--- src/rtl/tlrb_aib_tx_pkg.sv ---
// Shared line-word format for the AIB TX framer: header/type codes, marker
// pattern, line-word struct, FSM state type and line-word builders.
package tlrb_aib_tx_pkg;

    localparam int PAYLOAD_W = 72;
    localparam int SEQ_W     = 6;

    localparam logic [1:0]  HDR_DATA   = 2'b01;
    localparam logic [1:0]  HDR_CTRL   = 2'b10;
    localparam logic [7:0]  CTL_IDLE   = 8'h3C;
    localparam logic [7:0]  CTL_AM     = 8'hA5;
    localparam logic [63:0] AM_PATTERN = 64'h0F0F_5A5A_C3C3_A5A5;

    typedef struct packed {
        logic [1:0]  hdr;
        logic [77:0] body;
    } tx_line_t;

    typedef enum logic [1:0] {
        ST_OFF,
        ST_START,
        ST_RUN
    } tx_fr_state_e;

    function automatic tx_line_t line_data(input logic [SEQ_W-1:0]     seq,
                                           input logic [PAYLOAD_W-1:0] payload);
        tx_line_t l;
        l.hdr  = HDR_DATA;
        l.body = {seq, payload};
        return l;
    endfunction

    function automatic tx_line_t line_idle();
        tx_line_t l;
        l.hdr  = HDR_CTRL;
        l.body = {CTL_IDLE, 70'h0};
        return l;
    endfunction

    // The marker advertises the sequence number the next data word will carry.
    function automatic tx_line_t line_marker(input logic [SEQ_W-1:0] seq);
        tx_line_t l;
        l.hdr  = HDR_CTRL;
        l.body = {CTL_AM, seq, AM_PATTERN};
        return l;
    endfunction

endpackage

--- src/rtl/tlrb_aib_tx_fifo.sv ---
// Single-clock synchronous FIFO with occupancy count; storage is not reset,
// only the pointers and count are.
module tlrb_aib_tx_fifo #(
    parameter int DATA_W = 72,
    parameter int DEPTH  = 4
) (
    input  logic                     clk_i,
    input  logic                     rst_i,
    input  logic                     push_i,
    input  logic                     pop_i,
    input  logic [DATA_W-1:0]        wdata_i,
    output logic [DATA_W-1:0]        rdata_o,
    output logic                     full_o,
    output logic                     empty_o,
    output logic [$clog2(DEPTH):0]   count_o
);
    localparam int AW = $clog2(DEPTH);
    localparam int CW = AW + 1;

    logic [DATA_W-1:0] mem_q [DEPTH];
    logic [AW-1:0]     wr_ptr_q;
    logic [AW-1:0]     rd_ptr_q;
    logic [CW-1:0]     count_q;
    logic              do_push;
    logic              do_pop;

    assign full_o  = (count_q == CW'(DEPTH));
    assign empty_o = (count_q == '0);
    assign count_o = count_q;
    assign rdata_o = mem_q[rd_ptr_q];

    assign do_push = push_i && !full_o;
    assign do_pop  = pop_i && !empty_o;

    always_ff @(posedge clk_i) begin
        if (rst_i) begin
            wr_ptr_q <= '0;
            rd_ptr_q <= '0;
            count_q  <= '0;
        end else begin
            if (do_push) wr_ptr_q <= wr_ptr_q + AW'(1);
            if (do_pop)  rd_ptr_q <= rd_ptr_q + AW'(1);
            case ({do_push, do_pop})
                2'b10:   count_q <= count_q + CW'(1);
                2'b01:   count_q <= count_q - CW'(1);
                default: count_q <= count_q;
            endcase
        end
    end

    always_ff @(posedge clk_i) begin
        if (do_push) mem_q[wr_ptr_q] <= wdata_i;
    end

endmodule

--- src/rtl/tlrb_aib_tx_framer.sv ---
// AIB TX framer: buffers 72-bit payload beats and emits one registered 80-bit
// line word per cycle (data, idle, or periodic alignment marker).
module tlrb_aib_tx_framer
    import tlrb_aib_tx_pkg::*;
#(
    parameter int FIFO_DEPTH = 4,
    parameter int AM_PERIOD  = 1024
) (
    input  logic        tx_clk,
    input  logic        tx_rst,
    input  logic        link_up,
    input  logic        tx_en,
    input  logic        s_valid,
    output logic        s_ready,
    input  logic [71:0] s_data,
    output logic [79:0] tx_data,
    output logic        am_sent,
    output logic [5:0]  seq_out
);
    localparam int AMW = $clog2(AM_PERIOD);
    localparam int CW  = $clog2(FIFO_DEPTH) + 1;
    localparam logic [AMW-1:0] AM_LAST  = AMW'(AM_PERIOD - 1);
    localparam logic [CW-1:0]  CNT_FULL = CW'(FIFO_DEPTH);

    tx_fr_state_e         state_q, state_d;
    logic [AMW-1:0]       am_cnt_q, am_cnt_d;
    logic [SEQ_W-1:0]     seq_q, seq_d;
    tx_line_t             line_q, line_d;
    logic                 am_sent_q, am_sent_d;
    logic                 s_ready_q;

    logic                 link_ok;
    logic                 accept;
    logic                 bypass;
    logic                 fifo_push;
    logic                 fifo_pop;
    logic                 fifo_full;
    logic                 fifo_empty;
    logic [PAYLOAD_W-1:0] fifo_rdata;
    logic [CW-1:0]        fifo_count;
    logic [CW-1:0]        count_nxt;

    assign link_ok = link_up && tx_en;
    assign accept  = s_valid && s_ready_q;

    // A beat arriving into an empty FIFO when a data slot is free goes
    // straight to the line register instead of being buffered.
    assign fifo_push = accept && !bypass && !fifo_full;
    assign count_nxt = fifo_count + CW'(fifo_push) - CW'(fifo_pop);

    tlrb_aib_tx_fifo #(
        .DATA_W (PAYLOAD_W),
        .DEPTH  (FIFO_DEPTH)
    ) u_fifo (
        .clk_i   (tx_clk),
        .rst_i   (tx_rst),
        .push_i  (fifo_push),
        .pop_i   (fifo_pop),
        .wdata_i (s_data),
        .rdata_o (fifo_rdata),
        .full_o  (fifo_full),
        .empty_o (fifo_empty),
        .count_o (fifo_count)
    );

    always_comb begin
        state_d   = state_q;
        am_cnt_d  = am_cnt_q;
        seq_d     = seq_q;
        line_d    = '0;
        am_sent_d = 1'b0;
        fifo_pop  = 1'b0;
        bypass    = 1'b0;

        if (!link_ok) begin
            state_d = ST_OFF;
        end else begin
            case (state_q)
                ST_OFF: begin
                    state_d   = ST_START;
                    line_d    = line_marker(seq_q);
                    am_sent_d = 1'b1;
                    am_cnt_d  = '0;
                end
                default: begin
                    state_d = ST_RUN;
                    if (am_cnt_q == AM_LAST) begin
                        line_d    = line_marker(seq_q);
                        am_sent_d = 1'b1;
                        am_cnt_d  = '0;
                    end else begin
                        am_cnt_d = am_cnt_q + AMW'(1);
                        if (!fifo_empty) begin
                            fifo_pop = 1'b1;
                            line_d   = line_data(seq_q, fifo_rdata);
                            seq_d    = seq_q + 6'd1;
                        end else if (accept) begin
                            bypass = 1'b1;
                            line_d = line_data(seq_q, s_data);
                            seq_d  = seq_q + 6'd1;
                        end else begin
                            line_d = line_idle();
                        end
                    end
                end
            endcase
        end
    end

    always_ff @(posedge tx_clk) begin
        if (tx_rst) begin
            state_q   <= ST_OFF;
            am_cnt_q  <= '0;
            seq_q     <= '0;
            line_q    <= '0;
            am_sent_q <= 1'b0;
            s_ready_q <= 1'b0;
        end else begin
            state_q   <= state_d;
            am_cnt_q  <= am_cnt_d;
            seq_q     <= seq_d;
            line_q    <= line_d;
            am_sent_q <= am_sent_d;
            s_ready_q <= (count_nxt != CNT_FULL);
        end
    end

    assign tx_data = line_q;
    assign am_sent = am_sent_q;
    assign seq_out = seq_q;
    assign s_ready = s_ready_q;

endmodule
--- config.mk ---
export PLATFORM = sky130hd
export DESIGN_NAME = tlrb_aib_tx_framer
export DESIGN_NICKNAME = d
export VERILOG_FILES = /design/src/rtl/tlrb_aib_tx_pkg.sv /design/src/rtl/tlrb_aib_tx_fifo.sv /design/src/rtl/tlrb_aib_tx_framer.sv
export SDC_FILE = /design/constraint.sdc
export NUM_CORES = 1
export LEC_CHECK = 0
export ABC_CLOCK_PERIOD_IN_PS = 4960
export CORE_ASPECT_RATIO = 0.8
export CORE_MARGIN = 2
export CORE_UTILIZATION = 40
export CTS_BUF_LIST = sky130_fd_sc_hd__clkbuf_8
export DETAILED_ROUTE_END_ITERATION = 8
export GPL_ROUTABILITY_DRIVEN = 0
export HOLD_SLACK_MARGIN = 0.15
export PLACE_DENSITY = 0.7
export SYNTH_ARGS = -nofsm -noshare
export SYNTH_HDL_FRONTEND = slang
export SYNTH_HIERARCHICAL = 1
export SYNTH_SLANG_ARGS = --single-unit
--- constraint.sdc ---
create_clock -name tx_clk -period 4.96 [get_ports tx_clk]
set_input_delay 0.744 -clock tx_clk [delete_from_list [all_inputs] [get_ports tx_clk]]
set_output_delay 0.744 -clock tx_clk [all_outputs]
set_load 0.02 [all_outputs]
## Word-level counts from Yosys, hierarchy flattened

Memory sizes are Yosys's and may differ from the RTL's. A register that Yosys moved wholly into a read port is not among the register bits.
Index checks and enable logic that the tools add are counted.

| storage, ports and cells | value |
|---|---|
| register bits | 107 |
| bits in writable memories | 288 |
| input port bits | 77 |
| output and inout port bits | 88 |
| logic and storage cells | 70 |
| memories kept | 1 |

| cells by class | value |
|---|---|
| add/subtract/negate cells | 8 |
| eq/ne operators | 6 |
| multiplexer cells | 25 |
| bitwise logic cells | 3 |
| reduce and logical (&&, ||, !) cells | 15 |

Memory list:

| memory | words | width | read ports | clocked after Yosys merged registers in | write ports | RTL line | text |
|---|---|---|---|---|---|---|---|
| u_fifo.mem_q | 4 | 72 | 1 | 1 | 1 | tlrb_aib_tx_fifo.sv:20 | `logic [DATA_W-1:0] mem_q [DEPTH];` |

Operator list:

| operator | count |
|---|---|
| $mux W80 | 4 |
| $mux W10 | 2 |
| $mux W1 | 13 |
| $mux W6 | 2 |
| $add A10 B1 Y10 const B | 1 |
| $eq A10 B10 Y1 const B | 1 |
| $add A6 B1 Y6 const B | 1 |
| $logic_and A1 B1 Y1 | 6 |
| $mux W2 | 3 |
| $pmux W3 S2 | 1 |
| $add A2 B1 Y2 const B | 2 |
| $reduce_and A4 Y1 | 1 |
| $reduce_or A4 Y1 | 1 |
| $add A3 B1 Y3 | 1 |
| $add A3 B1 Y3 const B | 1 |
| $eq A3 B3 Y1 const B | 1 |
| $logic_not A1 Y1 | 3 |
| $logic_not A3 Y1 | 1 |
| $ne A3 B3 Y1 const B | 1 |
| $not A1 Y1 | 3 |
| $sub A3 B1 Y3 | 1 |
| $sub A3 B1 Y3 const B | 1 |
| $eq A2 B1 Y1 const B | 1 |
| $eq A2 B2 Y1 const B | 1 |
| 4 further kinds | 4 |

## Depth between registers and ports, before layout

Gate-level depths: netlist (run 1).

| depth | value |
|---|---|
| depth after elaboration | 12 |
| mapped depth | 15 |
| depth with buffers taken out | 13 |

## By module

Netlist (run 1), hierarchy kept.

By module, submodules not included:

| module | instances | cells an instance | area an instance (sq um) | seq. area each (sq um) |
|---|---|---|---|---|
| tlrb_aib_tx_fifo | 1 | 430 | 10943.0 | 8828.5 |
| tlrb_aib_tx_framer | 1 | 462 | 4000.1 | 2001.9 |

## Worst setup path before layout (run 1)

No wires, ideal clock.

| timing path | value |
|---|---|
| kind | reg2reg |
| start | register am_cnt_q[0] |
| end | memory u_fifo.mem_q[0][0], enable pin |
| library setup time | 0.438 ns |
| arrival time | 3.697 ns |
| data required time | 4.522 ns |
| path slack | 0.825 ns |
| cell stages (with the launch flop) | 10 |
| buffers on the path | 2 |
| path through | dfxtp_1 > ha_1 > nand3_1 > o41a_1 > buf_2 > clkbuf_1 > a311oi_1 > inv_1 > nor2_1 > and2_1 |

| on the way | value |
|---|---|
| longest elaborated chain between the ends | 10 |

RTL lines:

| what | RTL line | text |
|---|---|---|
| from (decl) | tlrb_aib_tx_framer.sv:26 | `logic [AMW-1:0] am_cnt_q, am_cnt_d;` |
| from (signal assigned) | tlrb_aib_tx_framer.sv:120 | `am_cnt_q <= am_cnt_d;` |
| $eq A10 B10 Y1 | tlrb_aib_tx_framer.sv:87 | `if (am_cnt_q == AM_LAST) begin` |
| $mux W1 | tlrb_aib_tx_framer.sv:87 |  |
| $mux W1 | tlrb_aib_tx_framer.sv:78 | `case (state_q)` |
| $mux W1 | tlrb_aib_tx_framer.sv:75 | `if (!link_ok) begin` |
| $logic_not A1 Y1 | tlrb_aib_tx_framer.sv:48 | `assign fifo_push = accept && !bypass && !fifo_full;` |
| $logic_and A1 B1 Y1 (2 in a row) | tlrb_aib_tx_framer.sv:48 |  |
| net fifo_push | tlrb_aib_tx_framer.sv:35 | `logic fifo_push;` |
| $logic_and A1 B1 Y1 | tlrb_aib_tx_fifo.sv:32 | `assign do_push = push_i && !full_o;` |
| $mux W1 | tlrb_aib_tx_fifo.sv:52 | `if (do_push) mem_q[wr_ptr_q] <= wdata_i;` |
| $mux W1 (implied by the code) | tlrb_aib_tx_fifo.sv:52 |  |
| to (decl) | tlrb_aib_tx_fifo.sv:20 |  |

The timed path passes the listed nets, and every way through them passes these cells.

## Worst setup path in the final report (run 1)

| timing path | value |
|---|---|
| start | register am_cnt_q[0] |
| end | memory u_fifo.mem_q[3][55], enable pin |

Same word-level chain as after synthesis.

==> summary.txt, run 1 <==
Drt
  – Drt first pass iters: 5
  – DR vias: 8360
  – DRT iter0 DRCs: around 700
  – Avg WL per Cell: 20.24 um
  – WL final: between 30 and 40 mm
  – Vias/cell: just over 5
  – DRC: 0
  – Routed Antenna Nets: 0

Power
  – Sw frac: between 20% and 30%
  – Comb pwr share: 6.1%
  – Pwr dens: 379.0 nW/um^2
  – Peak VDD IR: 0.1947 mV
  – Pint: 5.418 mW
  – Clock share of power: 41.4%
  – Flop pwr share: 52.5%
  – Pwr Total: around 7 mW
  – Cell leakage power: 5.980 nW
  – Net switching power: 1.544 mW

Floorplan
  – Cell row count: 63
  – Die Width: roughly 220 um
  – Initial core utilization: between 40% and 50%
  – Die ar.: 38930 sq um
  – Die height: 176.9 um
  – I/O Pins: between 150 and 200
  – Core Region: around 37000 sq um

Logic synthesis
  – EDFF count, synth: approximately 290
  – Yosys reg bits: around 400
  – Ys flop type: edfxtp_1
  – Sequential area share after synthesis: roughly 72%
  – Synth Warn #: 6
  – Syn nets: 980
  – Post-synth ARST share: 0%
  – Unique masters post-synth: 50
  – Syn Area/Cell: 16.75 sq um
  – Cell Area, Synth: approximately 15000 sq um
  – Syn Inst Count: just under 900

STA
  – Measured slew at the worst slew-check pin: 1.104 ns
  – Slew Viols, Final: 0
  – TNS Setup: 0 ns
  – Final min period: between 3 and 4 ns
  – Final hold viol count: 0
  – RSZ-0062 raised after global routing: false
  – Slew Limit Headroom: 26.40%
  – Period utilisation layout: between 60% and 70%
  – Peak Freq: 296.2 MHz
  – Setup-failing EPs final: 0
  – Setup Skew: 0.02762 ns

Setup path
  – Worst setup SP type: flop
  – Critical path class: flop to flop
  – Crit-path slowest cell: and2_4
  – Crit path cell chain: ha_1, nand3_1, o41a_2, a311oi_1, inv_1, nor2_1, and2_4, buf_12
  – Worst path top cell family by delay: simple AND/OR/NAND/NOR gates
  – Crit path buf inv count: 2
  – Critical Path Sink Type: flop
  – Crit path largest cell delay: around 0.57 ns
  – Worst-path fanout max: just over 40
  – Worst EP arrival: around 3.6 ns
  – Crit path required time: between 5 and 6 ns

Clock tree
  – CTS tree: done
  – Root buf cell: clkbuf_8
  – Post-cts resize count: 0
  – Post-CTS setup buffers: 0
  – H-tree Lvls: 2
  – Clock sink count: between 300 and 400
  – CTS Hold Buffers Added: 0
  – Clk pin slew, worst setup/hold paths: 0.06 ns
  – Clk buf depth: 3
  – CTS buffer count: 60
  – Latest clock arrival within the worst-skew pair: a little over 0.6 ns

Outcome
  – Outcome: completed

Global routing
  – Initial antenna violation count: 4
  – Met3 Use GR: 4.330%
  – Largest net degree at the start of global routing: 75
  – Met2 Use GR: between 20% and 30%
  – Grt met1 use: between 20% and 30%
  – First-pass GRT wire length: ~50 mm
  – Vias in the first global route: 8600
  – Grt total ovfl: 0
  – GRT Overall Usage: between 15 and 20%
  – Global route hottest layer: met2

Place
  – DP Wirelength: about 19 mm
  – IO buf count: between 150 and 200

Run
  – MaxCap Viol Count: 0

Hold path
  – HP Class: flop to flop

Final layout
  – Nets@finish: roughly 1200
  – P&R area growth vs syn: 22.92%
  – Fill cell count: 3072
  – Layout cells sized above 1: 16.98%
layout by cell type, fill, tap and decap left out, drive strengths merged, types with 3 or more instances in the layout:
cell type	count
nor2b	69
clkinv	19
mux4	72
or4	6
inv	29
a31oi	4
nand2	15
xor2	3
a21oi	115
o31ai	3
bufinv	6
clkdlybuf4s50	164
ha	9
and2	6
and3	3
o21ai	9
nand3	9
nor2	55
nor3	4
nand2b	3
dfxtp	109
clkbuf	70
mux2i	7
o2bb2ai	6
edfxtp	288
or3	7
buf	13
Yosys cell counts (6+ instances only):
cell	instances	area, sq um
a21oi_1	115	575.6
and2_1	6	37.54
buf_12	7	140.1
buf_2	14	70.07
clkbuf_1	26	97.59
dfxtp_1	109	2182
edfxtp_1	288	8648
ha_1	9	112.6
inv_1	13	48.80
mux2i_1	7	70.07
mux4_2	70	1577
nand2_1	13	48.80
nand3_1	9	45.04
nor2_1	54	202.7
nor2b_1	69	431.7
o21ai_0	9	45.04
o2bb2ai_1	6	52.55
or3_1	7	43.79
or4_1	6	45.04
worst reg2reg max path, cell delays in order (launching register included):
cell and delay (ns):
dfxtp_1 0.37, ha_1 0.22, nand3_1 0.13, o41a_2 0.41
a311oi_1 0.40, inv_1 0.14, nor2_1 0.40, and2_4 0.57
buf_12 0.33
power by group through the flow:
| stage | clock network [mW] | registers, mW | logic, mW |
|---|---|---|---|
| 5_1_grt | 3.09 | 3.66 | 0.467 |
| 4_1_cts | 2.95 | 3.66 | 0.432 |
| 6_report | 2.88 | 3.65 | 0.427 |
| 3_3_place_gp | 0 | 3.72 | 0.422 |
| 2_1_floorplan | 0 | 3.74 | 0.201 |
| 3_5_place_dp | 0 | 3.73 | 0.430 |
metrics by stage:
step	util, %	worst slack, ns	cell area [sq um]	cells	hold WS (ns)
after floorplan	-	0.8248	14940	892	0.4591
after global placement	46.12	1.352	17050	1505	0.4558
after detailed placement	46.12	1.314	17050	1505	0.4781
after CTS	49.68	1.669	18370	1618	0.4881
after global routing	49.68	1.407	18370	1618	0.5219
final	49.68	1.584	18370	1619	0.4831
sequential cells by signal (all words and copies together) (netlist names), 2 cells and up, named ones only:
register and count:
u_fifo/count_o 3, seq_out 6, u_fifo/mem_q 288, am_cnt_q 10, tx_data 80, state_q 2
u_fifo/wr_ptr_q 2, u_fifo/rd_ptr_q 2
area by class of cell:
cell class                      instances  area (sq um)  share of cell area, %
Sequential cell                       397         10840                  59.01
Multi-Input combinational cell        431          3754                  20.44
Timing Repair Buffer                  177          1802                  9.809
Clock buffer                           70         963.4                  5.245
Tap cell                              487         609.3                  3.317
Clock inverter                         43         350.3                  1.907
Inverter                               13         48.80                 0.2657
Antenna cell                            1         2.502                0.01362
layer usage:
metal | vias up | share of wire (%)
met3 | 54 | 7.3
met5 | - | 0.14
li1 | 3813 | -
met4 | 6 | 1.6
met2 | 287 | 48
met1 | 4200 | 43
logic make-up after synthesis:
| family | Yosys count | share of synthesized area, % |
|---|---|---|
| AO/OA/AOI/OAI | 146 | 5.342 |
| XOR/XNOR | 5 | 0.2931 |
| adder cells (fa/ha/maj) | 11 | 1.022 |
| buffers and inverters | 64 | 2.537 |
| flip-flops | 397 | 72.48 |
| multiplexers | 81 | 11.52 |
| AND/OR/NAND/NOR | 188 | 6.807 |
path summary, 6_finish.rpt:
kind / startpoint / endpoint / cells past startpoint / slack, ns
hold / removal: u_fifo/rd_ptr_q[1] / flop / 2 / 0.48
setup reg to reg: am_cnt_q[0] / u_fifo/mem_q[3][55] / 8 / 1.58
hold reg to reg: u_fifo/rd_ptr_q[1] / flop / 2 / 0.48
setup / recovery: am_cnt_q[0] / u_fifo/mem_q[3][55] / 8 / 1.58
Power figures use the tool's default switching activity.
==> run 2, diff against run 1 <==
ABC_CLOCK_PERIOD_IN_PS = 3100   (was 4960)
PLACE_DENSITY = 0.72   (was 0.7)
clock period = 3.1 ns   (was 4.96 ns; I/O delays follow)
==> run 2 against run 1 <==
  * Wire length is 1.6% lower
  * Maximum frequency up 20%
  * Combinational power increased by 66%
  * Non-clock buffer count increased by 16
  * Clock-buffer cell count increased by 3
  * Critical path depth up 5
  * Utilization is 0.32 points higher
  * Critical path type unchanged
  * Critical endpoint is now u_fifo/count_o[2]
==> summary.txt, run 2 (synthesis results as in run 1) <==
Outcome
  – Outcome: completed

Drt
  – Vias/cell: 5.137 (-0.51%)
  – Routed Antenna Nets: 0 (unchanged)
  – Drt first pass iters: 5 (unchanged)
  – DR vias: 8389 (+0.35%)
  – DRT iter0 DRCs: 584 (-17%)
  – WL final: 32.25 mm (-1.6%)
  – DRC: 0 (unchanged)
  – Avg WL per Cell: 19.75 um (-2.4%)

Setup path
  – Crit path cell chain: ha_1, nand3_1, o41a_2, a311oi_2, inv_1, nor2_1, inv_1, ha_1, inv_1, fa_1, xor2_1, or3_1, a21oi_1
  – Reg2reg setup slack: 0.28 ns (-1.31 ns)
  – Worst R2R Path Depth: 13 (+5)
  – Worst-path fanout max: 4 (-90%)
  – Worst setup SP type: flop
  – Crit path to: u_fifo/count_o[2]
  – FF-to-FF End: u_fifo/count_o[2]
  – Crit-path slowest cell: o41a_2
  – Critical Path Sink Type: flop
  – Crit path required time: 3.64 ns (-1.58 ns)
  – Worst path top cell family by delay: compound AO/OA/AOI/OAI gates
  – Crit path from: am_cnt_q[0]
  – Reg2reg start: am_cnt_q[0]
  – WP depth: 13 (+5)
  – Critical path class: flop to flop
  – Crit path buf inv count: 3 (+1)
  – Critical path's most frequent cell: inv_1
  – Crit path largest cell delay: 0.43 ns (-0.14 ns)
  – Worst EP arrival: 3.36 ns (-0.28 ns)

Power
  – Pwr Total: 10.84 mW (+56%)
  – Cell leakage power: 6.043 nW (+1.1%)
  – Pwr dens: 586.3 nW/um^2 (+55%)
  – Peak VDD IR: 0.3198 mV (+64%)

STA
  – Setup Skew: 0.01938 ns (-0.008237 ns)
  – Peak Freq: 354.1 MHz (+20%)
  – Slew Limit Headroom: 35.00% (+8.6 points)
  – Final min period: 2.824 ns (-0.5514 ns)
  – Setup ws final: 0.2756 ns (-1.309 ns)
  – Slew Viols, Final: 0 (unchanged)
  – TNS Setup: 0 ns (unchanged)
  – Setup-failing EPs final: 0 (unchanged)
  – Period utilisation layout: 91.11% (+23 points)
  – RSZ-0062 raised after global routing: false
  – Measured slew at the worst slew-check pin: 0.9750 ns (-0.1290 ns)
  – Final hold viol count: 0 (unchanged)

Clock tree
  – Root buf cell: clkbuf_8
  – CTS buffer count: 60 (unchanged)
  – Clk buf depth: 3 (unchanged)
  – Latest clock arrival within the worst-skew pair: 0.61 ns (about the same)
  – H-tree Lvls: 2 (unchanged)
  – CTS tree: done
  – Clk pin slew, worst setup/hold paths: 0.06 ns (about the same)
  – Post-CTS setup buffers: 0 (unchanged)
  – Clock sink count: 397 (unchanged)

Final layout
  – Nets@finish: 1184 (+1.4%)
  – Register Area: 10840 sq um (unchanged)
  – Post-route cell area: 18490 sq um (+0.64%)
  – Most frequent cells in the layout: edfxtp_1, clkdlybuf4s50_1, a21oi_1
  – Layout cells sized above 1: 18.06% (+1.1 points)
  – Commonest non-fill, non-tap cell in the layout: edfxtp_1
  – Area of the multi-input gates: 3760 sq um (+0.17%)
  – Final core occ: 50.00% (+0.32 points)
  – Largest register FFs: 288 (unchanged)
  – Fill cell count: 3057 (-0.49%)
  – Top reg by flops: u_fifo/mem_q
  – Ant. Diodes: 0 (-1)
  – P&R area growth vs syn: 23.70%

Floorplan
  – Cell row count: 63 (unchanged)
  – Initial core utilization: 40.42% (unchanged)
  – Die Width: 220.1 um (unchanged)
  – I/O Pins: 165 (unchanged)
  – Die ar.: 38930 sq um (unchanged)
  – Die height: 176.9 um (unchanged)
  – Core Region: 36970 sq um (unchanged)

Global routing
  – Grt total ovfl: 0 (unchanged)
  – Vias in the first global route: 8558 (-0.49%)
  – First-pass GRT wire length: 49.30 mm (-1.4%)
  – GRT Overall Usage: 16.66% (-0.33 points)
  – Largest net degree at the start of global routing: 75 (unchanged)
  – Initial antenna violation count: 0 (-4)

Place
  – Post-Place Setup Slack: 0.1686 ns (-1.145 ns)
  – IO buf count: 164 (unchanged)
  – DP Wirelength: 19.68 mm (+3.5%)
  – Dpl cell area: 17250 sq um (+1.1%)

Run
  – MaxCap Viol Count: 0 (unchanged)

Hold path
  – HP Class: flop to flop
run 2: how the worst min path moves through the flow:
stage | startpoint | endpoint | slack [ns] | cells past startpoint
5_1_grt | s_data[6] | u_fifo/mem_q[0][6] | 0.50 | 1
4_1_cts | s_data[3] | u_fifo/mem_q[0][3] | 0.48 | 1
3_3_place_gp | u_fifo/rd_ptr_q[1] | flop | 0.46 | 2
3_5_place_dp | am_cnt_q[4] | am_cnt_q[4] | 0.48 | 2
2_1_floorplan | u_fifo/rd_ptr_q[1] | flop | 0.46 | 2
6_report | u_fifo/rd_ptr_q[1] | flop | 0.49 | 2
run 2: power by group:
part           internal, mW  switching (mW)
combinational         0.302           0.405
sequential             5.81          0.0340
clock                  2.30            1.98
run 2: area by class of cell:
cell class              instances  area share (%)
flip-flops and latches        397           58.63
multi-input cells             431           20.34
repair buffers                193           10.80
clock buffers                  73           5.435
well taps                     487           3.296
clock inverters                39           1.232
inverters                      13          0.2640
run 2: tightest hold or removal path, delay by kind of cell (launching register included):
family         cells  cell delay [ns]
flip-flops         1             0.31
AO/OA/AOI/OAI      2             0.14
run 2: what timing repair did:
item / in CTS / in global routing
hold buffers: 0 / 0
resized for setup: 0 / 1
setup endpoints to repair: 0 / 1
run 2: routing by layer:
metal | global-route usage (%) | share of wire (%) | vias to the layer above
met3 | 3.694 | 7.8 | 58
met4 | 4.614 | 1.7 | 0
met2 | 26.38 | 47 | 304
li1 | - | - | 3840
met1 | 23.30 | 43 | 4187
met5 | 0 | 0 | -
run 2: per-stage QoR:
| stage | std cells | hold WS, ns |
|---|---|---|
| 2_1_floorplan | 892 | 0.4591 |
| 3_3_place_gp | 1521 | 0.4586 |
| 3_5_place_dp | 1521 | 0.4849 |
| 4_1_cts | 1633 | 0.4774 |
| 5_1_grt | 1633 | 0.4981 |
| 6_report | 1633 | 0.4921 |
